===== src/rtl/huff_rx_sequencer.sv =====
// Receive-side sequencer for the Huffman decompressor: takes UART bytes through a
// one-entry hold register and routes them to the table builder, length register and decoder.
module huff_rx_sequencer (
    input  logic        clk,
    input  logic        n_rst,
    input  logic [7:0]  rx_data,
    input  logic        data_ready,
    input  logic        overrun_error,
    input  logic        framing_error,
    output logic        data_read,
    output logic [7:0]  tab_byte,
    output logic        tab_valid,
    input  logic        tab_ack,
    input  logic        lookupDone,
    output logic [7:0]  dec_byte,
    output logic        dec_valid,
    input  logic        dec_ack,
    input  logic        decodeDone,
    output logic        saveComp,
    output logic [15:0] remaining,
    output logic        abort,
    output logic        frame_done
);

    typedef enum logic [2:0] {
        IDLE, TABLE, LEN_HI, LEN_LO, PAYLOAD, DRAIN, DONE
    } state_t;

    state_t      state_q, state_d;
    logic [7:0]  hold_data_q, hold_data_d;
    logic        hold_full_q, hold_full_d;
    logic        data_read_q, data_read_d;
    logic [15:0] remaining_q, remaining_d;
    logic        abort_q, abort_d;
    logic        frame_done_q, frame_done_d;
    logic        lookup_seen_q, lookup_seen_d;
    logic        err;
    logic        can_cap;

    assign err     = overrun_error | framing_error;
    // data_read_q blocks a second capture while the UART is still dropping data_ready
    assign can_cap = data_ready & ~hold_full_q & ~data_read_q;

    always_comb begin
        state_d       = state_q;
        hold_data_d   = hold_data_q;
        hold_full_d   = hold_full_q;
        data_read_d   = 1'b0;
        remaining_d   = remaining_q;
        abort_d       = 1'b0;
        frame_done_d  = 1'b0;
        lookup_seen_d = lookup_seen_q;
        if (err) begin
            data_read_d = data_ready & ~data_read_q;
            if (state_q != IDLE) begin
                abort_d       = 1'b1;
                hold_full_d   = 1'b0;
                remaining_d   = 16'd0;
                lookup_seen_d = 1'b0;
                state_d       = IDLE;
            end
        end else begin
            case (state_q)
                IDLE: begin
                    if (can_cap) begin
                        hold_data_d = rx_data;
                        hold_full_d = 1'b1;
                        data_read_d = 1'b1;
                        state_d     = TABLE;
                    end
                end
                TABLE: begin
                    if (tab_ack && hold_full_q) hold_full_d = 1'b0;
                    // a lookupDone pulse seen while a byte is held is remembered until it drains
                    if ((lookupDone || lookup_seen_q) && !hold_full_q) begin
                        lookup_seen_d = 1'b0;
                        state_d       = LEN_HI;
                    end else begin
                        if (lookupDone) lookup_seen_d = 1'b1;
                        if (can_cap) begin
                            hold_data_d = rx_data;
                            hold_full_d = 1'b1;
                            data_read_d = 1'b1;
                        end
                    end
                end
                LEN_HI: begin
                    if (can_cap) begin
                        remaining_d = {rx_data, 8'h00};
                        data_read_d = 1'b1;
                        state_d     = LEN_LO;
                    end
                end
                LEN_LO: begin
                    if (can_cap) begin
                        remaining_d = {remaining_q[15:8], rx_data};
                        data_read_d = 1'b1;
                        state_d     = ({remaining_q[15:8], rx_data} == 16'd0) ? DRAIN : PAYLOAD;
                    end
                end
                PAYLOAD: begin
                    if (dec_ack && hold_full_q) begin
                        hold_full_d = 1'b0;
                        if (remaining_q != 16'd0) remaining_d = remaining_q - 16'd1;
                        if (remaining_q == 16'd1) state_d = DRAIN;
                    end else if (can_cap && remaining_q != 16'd0) begin
                        hold_data_d = rx_data;
                        hold_full_d = 1'b1;
                        data_read_d = 1'b1;
                    end
                end
                DRAIN: begin
                    if (decodeDone) begin
                        frame_done_d = 1'b1;
                        state_d      = DONE;
                    end
                end
                DONE:    state_d = IDLE;
                default: state_d = IDLE;
            endcase
        end
    end

    always_ff @(posedge clk or negedge n_rst) begin
        if (!n_rst) begin
            state_q       <= IDLE;
            hold_data_q   <= 8'h00;
            hold_full_q   <= 1'b0;
            data_read_q   <= 1'b0;
            remaining_q   <= 16'd0;
            abort_q       <= 1'b0;
            frame_done_q  <= 1'b0;
            lookup_seen_q <= 1'b0;
        end else begin
            state_q       <= state_d;
            hold_data_q   <= hold_data_d;
            hold_full_q   <= hold_full_d;
            data_read_q   <= data_read_d;
            remaining_q   <= remaining_d;
            abort_q       <= abort_d;
            frame_done_q  <= frame_done_d;
            lookup_seen_q <= lookup_seen_d;
        end
    end

    assign data_read  = data_read_q;
    assign tab_byte   = hold_data_q;
    assign dec_byte   = hold_data_q;
    assign tab_valid  = (state_q == TABLE) && hold_full_q;
    assign dec_valid  = (state_q == PAYLOAD) && hold_full_q;
    assign saveComp   = (state_q == PAYLOAD);
    assign remaining  = remaining_q;
    assign abort      = abort_q;
    assign frame_done = frame_done_q;

endmodule

===== config.mk =====
export PLATFORM = sky130hd
export DESIGN_NAME = huff_rx_sequencer
export DESIGN_NICKNAME = d
export VERILOG_FILES = /design/src/rtl/huff_rx_sequencer.sv
export SDC_FILE = /design/constraint.sdc
export NUM_CORES = 1
export LEC_CHECK = 0
export ABC_AREA = 1
export BUFFER_PORTS_ARGS = -buffer_cell sky130_fd_sc_hd__buf_2
export CORE_UTILIZATION = 55
export CTS_BUF_LIST = sky130_fd_sc_hd__clkbuf_2 sky130_fd_sc_hd__clkbuf_4 sky130_fd_sc_hd__clkbuf_8
export DETAILED_ROUTE_END_ITERATION = 8
export PLACE_DENSITY = 0.82
export SETUP_SLACK_MARGIN = 0.02
export SLEW_MARGIN = 20
export SYNTH_ARGS = -nofsm -noshare
export SYNTH_HDL_FRONTEND = slang
export SYNTH_SLANG_ARGS = --single-unit

===== constraint.sdc =====
create_clock -name clk -period 1.7 [get_ports clk]
set_input_delay 0.17 -clock clk [delete_from_list [all_inputs] [get_ports clk]]
set_output_delay 0.17 -clock clk [all_outputs]
set_load 0.03 [all_outputs]

* Word level (Yosys, flattened, before mapping) *
Index checks and enable logic that the tools add are counted.

operators by class
  add/subtract/negate cells = 1
  $mul = 0
  divide/modulo/power cells = 0
  order comparisons = 0
  equality and inequality tests = 20
  shift operators = 0
  muxes and demuxes = 47
  bitwise gates (word level) = 7
  reduce and logical (&&, ||, !) cells = 25

operators by type and width
  kind                   number
  $mux 16                5
  $pmux 16 s3            1
  $mux 8                 5
  $mux 3                 9
  $pmux 8 s3             1
  $mux 1                 23
  $pmux 3 s6             1
  $eq 16x1->1 const B    1
  $logic_not 16->1       1
  $reduce_bool 16->1     1
  $sub 16x1->16 const B  1
  $ne 3x3->1 const B     5
  $reduce_and 6->1       2
  $reduce_bool 3->1      4
  $ne 3x1->1 const B     3
  $reduce_and 8->1       1
  $reduce_bool 4->1      2
  $eq 3x2->1 const B     2
  $eq 3x3->1 const B     2
  $logic_and 1x1->1      6
  $ne 2x2->1 const B     3
  $pmux 1 s3             2
  $reduce_and 5->1       1
  $ne 2x1->1 const B     2
  other kinds (12)       16

word-level totals
  flip-flop bits (word level) = 32
  latch bits = 0
  bits in writable memories = 0
  memory bits (read-only) = 0
  input port bits = 17
  output and inout bits = 38
  word-level logic and storage cells = 109
  memories = 0

* Longest topological paths before layout *
Gate-level depths: netlist (run 1).

  depth after elaboration = 8
  depth in mapped cells = 11

* Worst setup path before layout (run 1) *
Ideal clock, no wire load.

  path kind = reg2reg
  start point = register remaining_q[0] (netlist: remaining[0])
  end point = register remaining_q[0] (netlist: remaining[0])
  arrival = 1.657 ns
  required time = 1.626 ns
  path slack = -0.031 ns
  cell stages (with the launch flop) = 10
  path buffers = 1
  cells stage by stage = dfrtp_1 inv_1 ha_1 nand2_2 nor2_4 nand3_4 nand3_4 buf_12 nand2_1 o21ai_2

between the ends
  longest elaborated chain between the ends = 5
  elaborated cells between the ends (all ways) = 8
  classes of those cells = add/sub (1); eq/ne (1); mux (4); reduce/logical (2)

ends and longest elaborated chain
  item                      RTL line  source
  start: declaration        33        logic [15:0] remaining_q, remaining_d;
  start signal: assignment  139       remaining_q <= remaining_d;
  $sub 16x1->16             104       if (remaining_q != 16'd0) remaining_d = remaining_q - 16'd1;
  $mux 16                   104
  $mux 16                   102       if (dec_ack && hold_full_q) begin
  $pmux 16 s3               63        case (state_q)
  $mux 16                   53        if (err) begin

Parallel ways exist; a longest one is shown, timed or not. The select of a mux whose other input is x is not followed.
A chain may end at the register's enable or synchronous reset.

* Worst setup path after layout (run 1) *
  start point = register state_q[1]
  end point = register remaining_q[0] (netlist: remaining[0])

between the ends
  longest elaborated chain between the ends = 3
  elaborated cells between the ends (all ways) = 13
  classes of those cells = eq/ne (8); mux (2); reduce/logical (3)

ends and longest elaborated chain
  item                                                                 RTL line  source
  start: declaration                                                   29        state_t state_q, state_d;
  start signal: assignment                                             135       state_q <= state_d;
  $eq 3x3->1 (tied with other cells)                                   63
  $ne 3x1->1 (no source line) (tied with other cells)                  --
  $reduce_and 6->1 (no source line) / $mux 16 (equally long branches)  --

Parallel ways exist; a longest one is shown, timed or not.

==> results.txt, run 1 <==
Max-cap violations in this run came to 0. The fraction of layout cells with a size suffix above 1 came out at 0.330. The post-synthesis net count came out at ~380. The clock latency on the worst-skew pair is 0.29 ns. The worst setup slack after placement came out at -0.00665 ns. The number of buffer cells added on primary ports is 54. The initial antenna violation count is 0.

TritonCTS built the clock tree. Clock tree synthesis inserted a total of 5 buffers. In the global route stage, overall resource usage came out at 0.301.

The critical path's slowest cell is dfrtp_2. By area the synthesized netlist is led by dfrtp_1 (33%), nand2_1 (20%), nand3_1 (7.7%). The flop-to-flop setup slack came out at -0.002 ns. The number of synthesized flops with an enable pin is 0. The via count of the first global-routing pass was 2322.

The worst hold slack after final layout is 0.109 ns. The worst setup path is launched from a flip-flop. After layout, the worst setup slack is -0.00191 ns. The worst-margin pin slew is ~0.43 ns. The worst path in the final design needs a cycle of 1.70 ns, including I/O delays and setup. The width of the chip is 68.2 um. The total overflow left after global routing is 0. From synthesis to final layout, the design area changed by 28.3%.

The type of the setup path with the least slack is flip-flop to flip-flop. The net total in the final layout is 458. The unique cell type count in the Yosys netlist is 28.

The maximum vdd ir drop came out at 1.09 mV. The number of setup violations in the final report is 2. In this run the worst setup path terminates at remaining[0]. The maximum count of clock buffers along a single path is 2. The first-pass iteration count of the detailed router came out at 6.

The global-route wire length before repair came out at 10.4 mm. The area of the core is 4120 um^2. The synthesized cell area is 2410 um^2. The share of the core filled with cells is 0.753. Leaving out fill and tap cells, the most frequent cells in the layout are nand2_1 (126), buf_2 (53), nor2_1 (37). The number of inserted filler cells in the final layout is around 310. For this design the ratio of total power to cell area is between 1000 and 1500 nW/um^2. The count of pins on the block boundary came out at 55. The final count of hold timing violations came out at 0. For this design the static power due to leakage is about 1.7 nW. The number of vias per cell is 5.52. The number of H-tree levels came out at 2.

The largest driver fanout on the critical path came out at 9. The signal on the critical path passes through nor2_4, nand2_4, nand2_1, nor2_1, nor2_2, nand3_4, buf_12, nand2_1, o21ai_2. The reg-to-reg critical path startpoint is state_q[1].

In this design, the critical path's most frequently occurring cell is nand2_1. The clock drives 32 sinks. The last weighted congestion value of the routability-driven placer is 0.938. Summed over all instances, the cell type with the most area after synthesis is dfrtp_1.

The sequential area share after synthesis is 0.332. In this run the clock root is driven by a clkbuf_8. The sum of net half-perimeters after detailed placement is 4.72 mm. Clock-pin slew was measured on the worst setup and hold paths at 0.07 ns. The die boundary height came out at 68.2 um.

The run finished, with violations left. The maximum clock frequency came out at 588 MHz. The detailed router's first-iteration violation count came out at 263.

The library cell used most frequently in the layout, excluding fill and tap cells, is nand2_1. The post-synthesis sequential element count is 32. The largest net degree at the start of global routing came out at 33. Across all layers, the routed design uses 2704 vias.

The DRC violation count after routing came out at 0. The total length of routed wires is 6.97 mm. The area fraction of the dominant cell type after synthesis is 0.332. The final count of pins violating max slew came out at 0. The required time at the worst-slack endpoint is 1.87 ns. In the finished design, the share of the clock period the worst path needs comes to 1.00. In this run the worst hold path is classified as input port to flip-flop. The worst max-slew margin expressed relative to the limit is 0.713. The count of nets left with antenna violations once routing finished came out at 0. The initial utilization of the core area, before any placement, comes to 0.587. The arrival time of the worst setup path came out at 1.87 ns.

The worst stage delay on the critical path came out at 0.46 ns. Setup repair after global routing could not meet its margin everywhere. The area of the die came out at 4660 um^2. The fraction of synthesis flops using an asynchronous set or reset pin came out at 1.00.

The number of antenna diodes came out at 0. The average footprint of a synthesized cell is around 6.7 um^2. The path depth of the worst reg2reg path came out at 9.

The number of instances in the synthesized netlist came out at around 360. The number of placement rows is 23. The final reports fail on setup timing. Summing internal, switching and leakage power gives 0.00393 W. Dividing the detail-routed wire length by the instance count gives 14.2 um. The worst clock skew on the final layout came out at 0.00599 ns. In the synthesized netlist the dominant register cell turns out to be dfrtp_1. The most critical setup path has its startpoint at state_q[1].

The worst setup path is captured at a flip-flop. During synthesis, Yosys emitted a total of 0 warnings. The cell area reported after detailed placement is 2800 um^2. The worst register-to-register path ends at remaining[0]. The final design area excluding fillers is ~3100 um^2.
## repair_timing
action,CTS,global route
endpoints found under the hold margin,32,0
hold buffers,1,0
setup buffers,4,7
resized for setup,3,20
setup endpoints to repair,3,27
pin swaps,2,8
## synthesized netlist by cell type, types with 2 or more instances
cell	number
inv_2	5
a21oi_1	11
dfrtp_1	32
nand3_1	37
nor2_4	5
inv_1	28
buf_4	8
o21ai_0	23
nand2_2	8
ha_1	2
nand2_4	3
nor2_2	5
a22oi_1	2
nor2_8	2
nor2_1	39
nor3_1	3
o21ai_2	5
nand2_1	127
buf_2	2
nand3_2	2
nand3_4	2
## how the worst min path moves through the flow
stage               slack, ns  cells past startpoint            to  startpoint
floorplan               -0.13                      0         abort       n_rst
global placement         0.22                      2  remaining[3]       n_rst
detailed placement       0.22                      2  remaining[6]       n_rst
CTS                      0.11                      3    frame_done  decodeDone
global route             0.13                      3    frame_done  decodeDone
finish                   0.11                      3    frame_done  decodeDone
## report_power, final
part,switching (W),total [W],internal (W)
registers,0.000152,0.00109,0.000940
logic,0.00144,0.00210,0.000662
clock network,0.000304,0.000737,0.000433
## registers in the layout, summed over array words and instances, names as in the netlist
| name | flops |
|---|---|
| remaining | 16 |
| dec_byte | 8 |
| state_q | 3 |
| abort | 1 |
| data_read | 1 |
| frame_done | 1 |
| hold_full_q | 1 |
| lookup_seen_q | 1 |
## layout make-up
class | instances | area [um^2] | share of cell area
clock inverter | 3 | 42.5 | 0.0137
sequential | 32 | 808 | 0.261
timing repair buffer | 86 | 539 | 0.174
clock buffer | 5 | 68.8 | 0.0222
inverter | 33 | 126 | 0.0408
tap | 50 | 62.6 | 0.0202
multi-input combinational | 281 | 1450 | 0.468
## worst max-delay path: cells and delay by family (launching register included)
kind / cells / cell delay [ns]
AND/OR/NAND/NOR: 7 / 0.89
AO/OA/AOI/OAI: 1 / 0.05
buffers and inverters: 1 / 0.18
flip-flops: 1 / 0.46
## logic make-up (layout without fill, tap and decap cells)
| group | Yosys count | in the layout | synth area share |
|---|---|---|---|
| xor+xnor | 1 | 1 | 0.00363 |
| flops | 32 | 32 | 0.332 |
| buf+inv | 45 | 127 | 0.0933 |
| fa+ha+maj | 2 | 2 | 0.0104 |
| compound gates | 44 | 44 | 0.107 |
| simple gates | 234 | 234 | 0.454 |
## metrics by stage
| step | cells | setup TNS, ns |
|---|---|---|
| floorplan | 358 | 0 |
| global placement | 470 | 0 |
| detailed placement | 470 | -0.00665 |
| CTS | 483 | 0 |
| global route | 490 | -0.310 |
| finish | 490 | -0.00256 |
## metal layers
metal | share of wire | GRT usage | vias to the layer above | wire (um)
li1 | - | - | 1301 | -
met1 | 0.41 | 0.367 | 1237 | 2840
met2 | 0.48 | 0.520 | 140 | 3380
met3 | 0.071 | 0.0517 | 26 | 492
met4 | 0.037 | 0.122 | 0 | 255
met5 | 0 | 0 | - | 0
(Power assumes the default switching activity.)
==> run 2: changes to the inputs <==
==> constraint.sdc (replaced) <==
create_clock -name clk -period 1.95 [get_ports clk]
set_input_delay 0.195 -clock clk [delete_from_list [all_inputs] [get_ports clk]]
set_output_delay 0.195 -clock clk [all_outputs]
set_load 0.03 [all_outputs]
==> run 2 against run 1 <==
  * The run now ends clean
  * Via count decreased by 7.8%
  * Critical path depth decreased by 5
  * Clock-buffer cell count increased by 1
  * Flip-flop and latch count unchanged
  * Clock skew decreased by 0.0025 ns
  * Global-route usage about the same
  * Register-to-register slack improved by 0.19 ns
  * Design area decreased by 10%
  * Largest power group unchanged
  * Highest routed layer unchanged
==> results.txt, run 2 (synthesized netlist as in run 1, its figures left out) <==
The number of setup buffers added after CTS is 0 (-4). The first-pass iteration count of the detailed router came out at 4 (-2). The worst setup slack after placement came out at 0.202 ns (+0.209 ns). The path depth of the worst reg2reg path is 9 (unchanged). The total via count after detailed routing came out at 2493 (-7.8%). The number of CTS-inserted buffers came out at 5 (unchanged). The maximum clock frequency is 544 MHz.

In the layout the commonest cells are nand2_1 (127), buf_2 (54), nor2_1 (39). The maximum vdd ir drop is 0.874 mV (-20%). The number of setup violations in the final report is 0 (-2).

The time the worst path needs with I/O delays and setup is 1.84 ns. The average wire length per cell after detail routing is 13.9 um (-2.6%). The number of violations of the max-capacitance limit is 0 (unchanged). The worst clock skew on the final layout was 0.00353 ns (-0.00246 ns). The flip-flop count of the largest register, all copies and words added came out at 16 (unchanged). The worst hold path belongs to the class input port to flip-flop. The worst register-to-register path ends at remaining[3]. The clock slew seen by the registers of the worst setup and hold paths was 0.07 ns (about the same). The initial standard-cell utilization of the core came out at 0.587 (unchanged). The cell area reported after detailed placement was 2660 um^2 (-4.9%). The multi-input gate area in the final layout is 1390 um^2 (-4.2%). The clock latency on the worst-skew pair came out at 0.29 ns (about the same). The area of the die is 4660 um^2 (unchanged).

The TritonCTS clock tree is built. The leakage power of the design is 1.57 nW (-8.6%). The largest net degree at the start of global routing came out at 33 (unchanged). The worst max-slew margin expressed relative to the limit came out at 0.502 (-0.211). Setup repair after global routing could not meet its margin everywhere.

The largest driver fanout on the critical path came to 13 (+4). The total length of routed wires came out at 6.39 mm (-8.4%). The last weighted congestion value of the routability-driven placer was 0.937 (-0.13%).

The accumulated negative setup slack came out at 0 ns (+0.00256 ns). The growth of design area from synthesis to finish came out at 15.2%. The worst setup path is launched from a flip-flop. The global-route wire length before repair is 10.3 mm (-1.2%). The met2 layer usage reported by global route is 0.507 (-0.0123).

The reg-to-reg critical path startpoint is remaining[0]. The detailed router's first-iteration violation count is 202 (-23%). The required time at the worst-slack endpoint came out at 1.75 ns (-0.12 ns).

After global routing, the most crowded layer is met2. The worst hold slack after final layout is 0.134 ns (+0.0251 ns). The met3 capacity usage during global routing is 0.0533 (+0.00167). The number of gates resized after cts came to 0 (-3). The flow ran to the end, and the final reports show no timing, DRC or antenna violations.

The number of placement rows is 23 (unchanged). The worst-case setup margin in the final layout came to 0.113 ns (+0.114 ns). The most common library cell in the layout ignoring fill and taps is nand2_1. The startpoint identified for the worst hold timing path is decodeDone. The final count of hold timing violations came out at 0 (unchanged). The number of H-tree levels is 2 (unchanged).

The cell count after placement came to 452 (-3.8%). The flop-to-flop setup slack is 0.19 ns (+0.19 ns). The count of pins on the block boundary came out at 55 (unchanged). The portion of the clock cycle consumed by the worst path in the final layout came out at 0.942. The overall overflow remaining after global route is 0 (unchanged). The via count of the first global-routing pass is 2235 (-3.7%). The die boundary height came to 68.2 um (unchanged).

The number of inserted filler cells in the final layout came out at 388 (+26%). The width of the chip is 68.2 um (unchanged). The register area came out at 801 um^2 (-0.93%). The number of antenna diodes came out at 0 (unchanged).

The number of stages on the worst hold path came out at 3 (unchanged). The net total in the final layout came to 429 (-6.3%). The type of the setup path with the least slack is flip-flop to output pin. The global-route track usage on met1 is 0.374 (+0.00680). The tree is rooted in a clkbuf_8.

The area of the core is 4120 um^2 (unchanged). The power density of the placed cells is 1160 nW/um^2 (-8.5%). The final cell count without fillers came to 461 (-5.9%). The arrival time of the worst setup path was 1.64 ns (-0.23 ns). The DRC violation count after routing was 0 (unchanged).

For hold timing, the worst endpoint is frame_done. The final count of pins violating max slew is 0 (unchanged). The sum of net half-perimeters after detailed placement came out at 4.64 mm (-1.5%).

The initial antenna violation count came out at 0 (unchanged). The maximum count of clock buffers along a single path was 2 (unchanged). The final design area excluding fillers came out at 2780 um^2 (-10%). The worst-margin pin slew was 0.747 ns (+0.316 ns). The total routing resource utilization after global routing is 0.301 (about the same).

The number of buffer cells added on primary ports is 54 (unchanged). The number of nets with antenna violations after routing came out at 0 (unchanged). The clock sink count was 32 (unchanged). The critical path capture point type is an output pin.

The fraction of layout cells with a size suffix above 1 came out at 0.248 (-0.0814). The number of vias per cell is 5.41 (-2.0%).
==> run 2: worst max path at each step <==
| stage | start | to | slack, ns | cells after the start |
|---|---|---|---|---|
| after floorplan | remaining[0] | remaining[0] | 0.22 | 9 |
| after detailed placement | remaining[0] | remaining[3] | 0.20 | 9 |
| after global placement | remaining[0] | remaining[3] | 0.24 | 9 |
| after global routing | state_q[0] | saveComp | 0.02 | 4 |
| after CTS | state_q[0] | saveComp | 0.14 | 4 |
| final | state_q[0] | saveComp | 0.11 | 4 |
==> run 2: layout make-up <==
type                    instances  area share
well taps                      50      0.0225
inverters                      33      0.0445
clock buffers                   6      0.0274
multi-input cells             281       0.499
flip-flops and latches         32       0.288
clock inverters                 2      0.0126
repair buffers                 57       0.106
==> run 2: metrics by stage <==
step,util,total power (W)
CTS,0.676,0.00324
global route,0.676,0.00346
global placement,0.646,0.00254
detailed placement,0.646,0.00258
floorplan,-,0.00226
finish,0.676,0.00323
==> run 2: repair_timing <==
action / 4_1_cts / 5_1_grt
endpoints found under the setup margin: 0 / 1
hold buffers: 1 / 0
hold endpoints to repair: 27 / 0
==> run 2: power breakdown <==
group | total (W) | internal [W] | switching (W) | leakage [nW]
combinational | 0.00160 | 0.000452 | 0.00115 | 1.08
sequential | 0.000975 | 0.000817 | 0.000157 | 0.428
clock | 0.000652 | 0.000393 | 0.000259 | 0.0586
==> run 2: critical path, cell delays in order, from the launching register on <==
cell and delay [ns]:
dfrtp_1 0.49, nor2_4 0.21, nand2_4 0.14, inv_2 0.26
buf_2 0.25
==> run 2: layer usage <==
metal,wire (um),vias up
li1,-,1238
met1,2770,1163
met2,3140,80
met3,341,12
met4,137,0
met5,0,-
==> run 3: changes to the inputs <==
--- a/config.mk
+++ b/config.mk
@@ -7,10 +7,10 @@
 export LEC_CHECK = 0
 export ABC_AREA = 1
 export BUFFER_PORTS_ARGS = -buffer_cell sky130_fd_sc_hd__buf_2
-export CORE_UTILIZATION = 55
+export CORE_UTILIZATION = 34
 export CTS_BUF_LIST = sky130_fd_sc_hd__clkbuf_2 sky130_fd_sc_hd__clkbuf_4 sky130_fd_sc_hd__clkbuf_8
 export DETAILED_ROUTE_END_ITERATION = 8
-export PLACE_DENSITY = 0.82
+export PLACE_DENSITY = 0.56
 export SETUP_SLACK_MARGIN = 0.02
 export SLEW_MARGIN = 20
 export SYNTH_ARGS = -nofsm -noshare
==> run 3 against run 2 <==
  * Clock power rose by 9.4%
  * Clock-buffer cell count rose by 1
  * Design area rose by 3.4%
  * Global-route usage fell by 11 points
  * Wire length rose by 3.2%
  * Clock skew rose by 0.0037 ns
  * Highest routed layer unchanged
==> results.txt, run 3 (synthesized netlist as in run 1, its figures left out) <==
The run finished with clean final reports. The number of antenna diodes is 0 (unchanged). The final count of hold timing violations came out at 0 (unchanged). The accumulated negative setup slack came out at 0 ns (unchanged). The worst max-slew margin expressed relative to the limit is 0.513 (+0.0110).

The worst hold path terminates at frame_done. The number of nets with antenna violations after routing was 0 (unchanged). The overall overflow remaining after global route came out at 0 (unchanged). The flop-to-flop setup slack is 0.20 ns (about the same). The clock latency on the worst-skew pair came out at 0.29 ns (about the same). The number of setup buffers added after CTS is 0 (unchanged). The arrival time of the worst setup path was 1.65 ns (about the same). The number of setup violations in the final report was 0 (unchanged). The number of violations of the max-capacitance limit came out at 0 (unchanged).

The portion of the clock cycle consumed by the worst path in the final layout came to 0.944 (+0.00173). The net load switching power is 0.00155 W (-1.3%). The number of stages on the worst hold path is 3 (unchanged). The total power consumption of the routed design is 0.00328 W (+1.4%).

The initial antenna violation count came out at 0 (unchanged). The count of pins on the block boundary is 55 (unchanged). The global-route wire length before repair came to 11.3 mm (+9.8%). The number of vias per cell came out at 4.81 (-11%). The final cell count without fillers came out at 510 (+11%). Tracing the worst setup path back leads to its startpoint at state_q[1]. The relative contribution of sequential cells to total power is 0.294 (-0.008).

The largest driver fanout on the critical path was 13 (unchanged). The share of total power consumed by net switching came to 0.473 (-0.0132). The first-pass iteration count of the detailed router is 4 (unchanged).

The time the worst path needs with I/O delays and setup is 1.84 ns (+0.00338 ns). The worst setup path is captured at an output pin. The growth of design area from synthesis to finish is 19.2%. The worst setup path is of the flip-flop to output pin kind. The worst setup path is launched from a flip-flop.

The cell count after placement came to 501 (+11%). The leakage power of the design is 1.59 nW (+1.4%). The power density of the placed cells came to 1140 nW/um^2 (-1.9%).

The number of placement rows is 30 (+30%). The maximum vdd ir drop is 0.284 mV (-68%). The DRC violation count after routing is 0 (unchanged). The clock slew seen by the registers of the worst setup and hold paths is 0.07 ns (about the same).

The clock sink count came out at 32 (unchanged). The largest net degree at the start of global routing is 33 (unchanged). The register area came to 801 um^2 (unchanged). The worst clock skew on the final layout was 0.00722 ns (+0.00369 ns). The last weighted congestion value of the routability-driven placer is 0.839 (-10%). The flip-flop count of the largest register, all copies and words added is 16 (unchanged). The number of CTS-inserted buffers came out at 5 (unchanged). The die boundary height is 86.3 um (+26%). The detailed router's first-iteration violation count is 131 (-35%). The area of the die came to 7440 um^2 (+60%). In this run the most critical hold path is launched from decodeDone. The initial standard-cell utilization of the core came out at 0.353 (-0.233). The total via count after detailed routing is 2454 (-1.6%). Setup repair after global routing left no endpoint under its margin. The number of buffer cells added on primary ports is 54 (unchanged). The required time at the worst-slack endpoint came to 1.75 ns (about the same).

The via count of the first global-routing pass came out at 2314 (+3.5%). The internal power came out at 0.00173 W (+4.0%). The sum of net half-perimeters after detailed placement came to 4.86 mm (+4.7%). The fraction of layout cells with a size suffix above 1 is 0.254 (+0.00545).

In this run the critical register-to-register path is captured at remaining[4]. TritonCTS built the clock tree. The number of inserted filler cells in the final layout is 747 (+93%).

The multi-input gate area in the final layout is 1390 um^2 (unchanged). The area of the core is 6830 um^2 (+66%). The total length of routed wires is 6.59 mm (+3.2%).

The power share of the clock group came out at 0.217 (+0.015). The width of the chip came out at 86.3 um (+26%). The net total in the final layout is 432 (+0.70%). The min-delay analysis places its worst path in the category input port to flip-flop. The number of H-tree levels came out at 2 (unchanged). The share of total power in combinational logic came to 0.488 (-0.009). The maximum count of clock buffers along a single path was 2 (unchanged). The total routing resource utilization after global routing came out at 0.195 (-0.107). The path depth of the worst reg2reg path came out at 9 (unchanged).

The maximum clock frequency came out at 543 MHz (-0.18%). The worst setup slack after placement came out at 0.173 ns (-0.0292 ns). The worst hold slack after final layout is 0.133 ns (-0.00128 ns). The worst-margin pin slew is 0.730 ns (-0.0165 ns). The cell at the root of the clock tree is clkbuf_8.

The average wire length per cell after detail routing came out at 12.9 um (-6.7%). The final count of pins violating max slew is 0 (unchanged). Leaving out fill and tap cells, the most frequent cell in the layout is nand2_1. The reg-to-reg critical path startpoint is remaining[0].

The worst-case setup margin in the final layout was 0.109 ns (-0.00338 ns). The top cell types in the final layout, fill and taps aside, are nand2_1 (127), buf_2 (54), nor2_1 (39).
==> run 3: power by group through the flow <==
| stage | Combinational (W) | Sequential (W) | Clock, W |
|---|---|---|---|
| after floorplan | 0.00102 | 0.00124 | 0 |
| after global placement | 0.00160 | 0.000971 | 0 |
| after detailed placement | 0.00160 | 0.000978 | 0 |
| after CTS | 0.00161 | 0.000967 | 0.000739 |
| after global routing | 0.00179 | 0.000996 | 0.000764 |
| final | 0.00160 | 0.000964 | 0.000713 |
==> run 3: per-stage QoR <==
stage	utilization	instance area (um^2)
2_1_floorplan	-	2410
3_3_place_gp	0.401	2740
3_5_place_dp	0.401	2740
4_1_cts	0.421	2880
5_1_grt	0.421	2880
6_report	0.421	2880
==> run 3: cell type report <==
cell class                 instances  share of cell area
sequential                        32               0.278
timing repair buffer              60               0.110
clock inverter                     1              0.0104
tap                               96              0.0418
multi-input combinational        281               0.482
inverter                          33              0.0431
clock buffer                       7              0.0335
==> run 3: how the worst max path moves through the flow <==
stage                         endpoint  slack, ns  cells after the start
final                         saveComp       0.11                      4
after global routing          saveComp       0.03                      4
after CTS                     saveComp       0.11                      4
after detailed placement  remaining[4]       0.17                      9
after global placement    remaining[4]       0.26                      9
after floorplan           remaining[0]       0.22                      9
==> run 3: timing repair <==
action,4_1_cts,5_1_grt
hold buffers,1,0
endpoints found under the hold margin,32,0
resized for setup,0,0
endpoints found under the setup margin,0,2
==> run 3: critical path, cell delays in order, from the launching register on <==
cell	delay, ns
dfrtp_1	0.48
nor2_4	0.22
nand2_4	0.14
inv_2	0.25
buf_2	0.25
==> run 3: metal layers <==
layer / track usage / share of wire / vias to the layer above
li1: - / - / 1245
met1: 0.274 / 0.49 / 1118
met2: 0.307 / 0.44 / 84
met3: 0.0352 / 0.054 / 7
met4: 0.0530 / 0.011 / 0
met5: 0 / 0 / -
